[src/rtl/pipelined_addsub.sv]
// pipelined_addsub
//
// Pipelined adder/subtractor with a carry chain cut into CHUNK-bit slices.
// Stage k adds slice k and registers its carry for stage k+1. Operand bits
// for later slices travel alongside in skew registers. Finished low slices
// ride forward with the partial sum, so all bits of a result leave together.
// The final stage also computes the signed overflow flag and, if SATURATE
// is set, clamps the result.
//
// Handshake: a transfer happens on a rising edge where valid & ready are
// both 1. valid must not depend on ready. Here in_ready is
// out_ready | ~out_valid, so the whole pipe advances together or holds.
//
// Ports:
//   clk        rising-edge clock
//   reset      synchronous, active-high; clears all stages and outputs
//   in_valid   operation present on a, b, opcode
//   in_ready   block accepts an operation this cycle
//   a, b       WIDTH-bit operands
//   opcode     0 = a + b, 1 = a - b
//   out_valid  result present on sum, c_out, over
//   out_ready  downstream accepts the result this cycle
//   sum        WIDTH-bit result (wrapped or saturated)
//   c_out      carry out of the MSB (for subtract: 1 = no borrow)
//   over       signed two's-complement overflow
//
// WIDTH must be a multiple of CHUNK. Latency is WIDTH/CHUNK advancing edges.
module pipelined_addsub #(
    parameter int WIDTH    = 16,
    parameter int CHUNK    = 4,
    parameter int SATURATE = 0
) (
    input  logic             clk,
    input  logic             reset,
    input  logic             in_valid,
    output logic             in_ready,
    input  logic [WIDTH-1:0] a,
    input  logic [WIDTH-1:0] b,
    input  logic             opcode,
    output logic             out_valid,
    input  logic             out_ready,
    output logic [WIDTH-1:0] sum,
    output logic             c_out,
    output logic             over
);

    localparam int STAGES = WIDTH / CHUNK;
    localparam int MSB    = WIDTH - 1;

    logic [STAGES-1:0] valid_q, valid_d;
    logic [STAGES-1:0] carry_q, carry_d;
    logic [WIDTH-1:0]  a_q   [STAGES];
    logic [WIDTH-1:0]  a_d   [STAGES];
    logic [WIDTH-1:0]  b_q   [STAGES];   // holds b' (already inverted for subtract)
    logic [WIDTH-1:0]  b_d   [STAGES];
    logic [WIDTH-1:0]  sum_q [STAGES];   // partial sum; slices 0..k valid in stage k
    logic [WIDTH-1:0]  sum_d [STAGES];
    logic              over_q, over_d;
    logic              adv;

    assign adv = out_ready | ~valid_q[STAGES-1];

    always_comb begin : next_state
        logic             src_valid;
        logic [WIDTH-1:0] src_a;
        logic [WIDTH-1:0] src_b;
        logic [WIDTH-1:0] src_sum;
        logic [WIDTH-1:0] new_sum;
        logic             src_c;
        logic [CHUNK:0]   slice;
        logic             ovf;
        int               kp;

        src_valid = 1'b0;
        src_a     = '0;
        src_b     = '0;
        src_sum   = '0;
        new_sum   = '0;
        src_c     = 1'b0;
        slice     = '0;
        ovf       = 1'b0;
        kp        = 0;

        valid_d = valid_q;
        carry_d = carry_q;
        over_d  = over_q;
        for (int k = 0; k < STAGES; k++) begin
            a_d[k]   = a_q[k];
            b_d[k]   = b_q[k];
            sum_d[k] = sum_q[k];
        end

        if (adv) begin
            for (int k = 0; k < STAGES; k++) begin
                kp = (k == 0) ? 0 : k - 1;
                if (k == 0) begin
                    // Subtract is a + ~b + 1: invert b once here, carry-in = opcode.
                    src_valid = in_valid;
                    src_a     = a;
                    src_b     = opcode ? ~b : b;
                    src_c     = opcode;
                    src_sum   = '0;
                end else begin
                    src_valid = valid_q[kp];
                    src_a     = a_q[kp];
                    src_b     = b_q[kp];
                    src_c     = carry_q[kp];
                    src_sum   = sum_q[kp];
                end

                slice = {1'b0, src_a[k*CHUNK +: CHUNK]}
                      + {1'b0, src_b[k*CHUNK +: CHUNK]}
                      + {{CHUNK{1'b0}}, src_c};
                new_sum = src_sum;
                new_sum[k*CHUNK +: CHUNK] = slice[CHUNK-1:0];

                if (k == STAGES - 1) begin
                    // Signed overflow: operands agree in sign, result does not.
                    ovf    = (src_a[MSB] == src_b[MSB]) && (new_sum[MSB] != src_a[MSB]);
                    over_d = ovf;
                    if ((SATURATE != 0) && ovf) begin
                        new_sum = src_a[MSB] ? {1'b1, {(WIDTH-1){1'b0}}}
                                             : {1'b0, {(WIDTH-1){1'b1}}};
                    end
                end

                valid_d[k] = src_valid;
                carry_d[k] = slice[CHUNK];
                a_d[k]     = src_a;
                b_d[k]     = src_b;
                sum_d[k]   = new_sum;
            end
        end
    end

    always_ff @(posedge clk) begin
        if (reset) begin
            valid_q <= '0;
            carry_q <= '0;
            over_q  <= 1'b0;
            for (int k = 0; k < STAGES; k++) begin
                a_q[k]   <= '0;
                b_q[k]   <= '0;
                sum_q[k] <= '0;
            end
        end else begin
            valid_q <= valid_d;
            carry_q <= carry_d;
            over_q  <= over_d;
            for (int k = 0; k < STAGES; k++) begin
                a_q[k]   <= a_d[k];
                b_q[k]   <= b_d[k];
                sum_q[k] <= sum_d[k];
            end
        end
    end

    assign in_ready  = adv;
    assign out_valid = valid_q[STAGES-1];
    assign sum       = sum_q[STAGES-1];
    assign c_out     = carry_q[STAGES-1];
    assign over      = over_q;

endmodule
[config.mk]
export PLATFORM = sky130hd
export DESIGN_NAME = pipelined_addsub
export DESIGN_NICKNAME = d
export VERILOG_FILES = /design/src/rtl/pipelined_addsub.sv
export SDC_FILE = /design/constraint.sdc
export NUM_CORES = 1
export LEC_CHECK = 0
export BUFFER_PORTS_ARGS = -buffer_cell sky130_fd_sc_hd__buf_2
export CORE_ASPECT_RATIO = 1.25
export CORE_MARGIN = 4
export CORE_UTILIZATION = 35
export CTS_CLUSTER_DIAMETER = 60
export CTS_CLUSTER_SIZE = 30
export DETAILED_ROUTE_END_ITERATION = 16
export GPL_TIMING_DRIVEN = 1
export SLEW_MARGIN = 30
export SYNTH_ARGS = -nofsm -noshare
export SYNTH_HDL_FRONTEND = slang
export SYNTH_SLANG_ARGS = --single-unit
[constraint.sdc]
create_clock -name clk -period 4.02 [get_ports clk]
set_input_delay 0 -clock clk [delete_from_list [all_inputs] [get_ports clk]]
set_output_delay 0 -clock clk [all_outputs]
set_load 0.1 [all_outputs]
==> impl_metrics.ini <==
[routing]
antenna_left = 0
drc_errors = 0
dr.pass1.iters = 4
wirelength_microns = 8340
drt_iter0_markers = 118
viasPerCell = 4.63
dr_total_vias = 3253
avgRoutedWirePerCell_microns = 11.9

[run_status]
violations = hold timing
status = complete, but fails checks

[finish]
final_util_pct = 42.5
antenna_cells = 0
nFillCells = 1246
multiInputGateArea_sq_mm = 0.00198
drive_gt1_share_pct = 17.0
regArea_sq_mm = 0.00194
final_area_sq_mm = 0.00501
final_cell_count_no_fill = 702
areaGrowthSynthToFinish_pct = 17.9
nets = 592

[worst_setup_path]
max_stage_delay_ns = 0.54
crit_fanout = 49
path_class = reg -> reg
cp-end-kind = flip-flop
path_cells = nor2b_4 > clkinv_2 > buf_4 > nor2_1 > a211oi_2
start_kind = flip-flop
cp.required_ns = 4.23
startpoint = valid_q[3]$_SDFFE_PP0P_
worstPathArrival_ns = 2.13
crit_buf_inv = 2
reg2reg_from = valid_q[3]$_SDFFE_PP0P_
path_delay_family = buffers and inverters
critPathSlowestCell = clkinv_2

[synthesis]
ys_top_cells_by_area = dfxtp_1, nand2_1, a21oi_1, buf_4, ha_1
syn_nets = 547
synth_cells = 491
yosys.area.top_type = dfxtp_1
synth.top_cell.area_share_pct = 45.7
ys_ff_latch = 97
avgSynthCellArea_sq_um = 8.66
synth_cell_type_count = 37
synth-warning-count = 0
seq_area_frac_synth_pct = 45.7
syn_area_sq_mm = 0.00425

[die]
fp.dieH_microns = 131
floorplan.initialDensity_pct = 36.1
chipWidth_microns = 107
core-area_sq_mm = 0.0118
ios = 57
rows = 44
dieArea_sq_mm = 0.0140

[clock_tree]
cts.sink_count = 97
cts_tree = yes
path_clk_slew_ns = 0.06
htree_levels = 3
numCtsBuffers = 9
cts_setup_buffers = 0
cts_root_buf = clkbuf_16
clockBufferDepth = 2
clk_latency_ns = 0.34

[global_routing]
first_global_vias = 3116
use_met3_pct = 3.48
grtUsageMet2_pct = 20.4
antenna_found_initial = 0
grt_overflow = 0
grt_pass1_wl_microns = 14800
grt_max_degree = 88
met1_usage_pct = 16.7
gr-max-usage-layer = met2
track_usage_pct = 12.7

[run]
drv_cap = 0

[timing]
finalSetupViolCount = 0
min_period_over_period_pct = 47.8
fin_ws_ns = 2.10
max_freq_ghz = 0.520
min_period_ns = 1.92
worst_slew_pin_slew_ns = 0.876
drv_slew = 0
tns_ns = 0
hold_ws_ns = -0.00115
rsz0062_at_grt = no
max_slew_margin_pct = 41.6
finalHoldViolCount = 1
skew_ns = 0.00905

[power]
power_leakage_nw = 2.07
p_total_mw = 2.21
p_per_area_mw_per_mm2 = 440
ir_drop_mv = 0.210

[placed_design]
hpwlAfterDp_microns = 5470
port_buffers = 56
detailedPlace.worstSlack_ns = 2.09
dp.cells = 661
placed_area_sq_mm = 0.00445
finalWeightedCongestion = 0.798

[hold_path]
min-delay-start = b[4]
hp-class = in -> reg
==> logic make-up after synthesis <==
group | share of synthesized area [%]
AND/OR/NAND/NOR | 18.5
AO/OA/AOI/OAI | 16.8
flip-flops | 45.7
buffers and inverters | 7.86
XOR/XNOR | 4.12
adder cells (fa/ha/maj) | 6.83
multiplexers | 0.265
==> registers in the layout, indices dropped and copies added (netlist names) <==
register	cells
sum_q	40
a_q	24
b_q	24
carry_q	4
valid_q	4
over	1
==> layout by cell type, fill, tap and decap left out, types with 2 or more instances in the layout <==
| cell | count |
|---|---|
| xnor2_1 | 17 |
| or3_1 | 2 |
| a21oi_1 | 73 |
| buf_4 | 5 |
| nand2_1 | 141 |
| a211oi_1 | 13 |
| clkbuf_16 | 9 |
| o211ai_1 | 3 |
| nor2_1 | 25 |
| nor3_1 | 3 |
| clkinv_2 | 2 |
| dfxtp_1 | 97 |
| fa_1 | 7 |
| inv_6 | 2 |
| inv_1 | 3 |
| ha_1 | 12 |
| nand3b_1 | 6 |
| a2111o_1 | 4 |
| xor2_1 | 3 |
| clkbuf_8 | 2 |
| a21o_1 | 6 |
| a211oi_2 | 8 |
| buf_2 | 55 |
| nand2b_1 | 3 |
| dlygate4sd3_1 | 25 |
==> worst register-to-register path, stage by stage (launching register included) <==
cell      delay [ns]
dfxtp_1         0.34
nor2b_4         0.16
clkinv_2        0.54
buf_4           0.51
nor2_1          0.18
a211oi_2        0.06
==> per-layer routing <==
layer	vias to the layer above	wire length (microns)	part of all wire, %
met3	7	293	3.5
met2	46	4070	49
li1	1710	-	-
met4	0	71	0.85
met1	1490	3910	47
met5	-	0	0
==> timing repair <==
item,in CTS,in global routing
setup endpoints to repair,0,0
hold endpoints to repair,24,0
hold buffers,25,0
gates resized for setup,0,0
==> layout make-up <==
cell class	instances	share of cell area, %
clock buffer	11	5.04
multi-input combinational	339	39.4
tap	161	4.02
timing repair buffer	85	11.2
sequential	97	38.8
inverter	4	0.325
clock inverter	5	1.20
==> where the power goes <==
group	switching [mW]	internal (mW)	leakage, nW
combinational	0.160	0.110	1.12
sequential	0.0335	1.02	0.797
clock	0.361	0.519	0.153
==> final timing paths <==
| check | end | slack, ns | cells past startpoint |
|---|---|---|---|
| max reg2reg | b_q[0][13]$_SDFFE_PP0P_ | 2.10 | 5 |
| min | b_q[0][4]$_SDFFE_PP0P_ | -0.001 | 3 |
| max | b_q[0][13]$_SDFFE_PP0P_ | 2.10 | 5 |
| min reg2reg | sum_q[0][19]$_SDFFE_PP0P_ | 0.45 | 2 |
==> synthesized netlist by cell type, drive strengths merged <==
master   instances
nor2            25
fa               7
nand2          141
nand3b           6
or4b             1
o211ai           4
a2111o           4
a2111oi          1
or3              2
and4bb           1
inv              4
buf             48
a21o             6
nor3             3
and2             1
or2              1
a21oi           73
clkbuf           3
xnor2           17
nand2b           3
ha              12
nand4            1
mux2             1
nand3            1
a211oi          21
a31oi            1
dfxtp           97
xor2             3
nor2b            2
o21ai            1
Note: power is estimated with default switching activity, not from simulation.
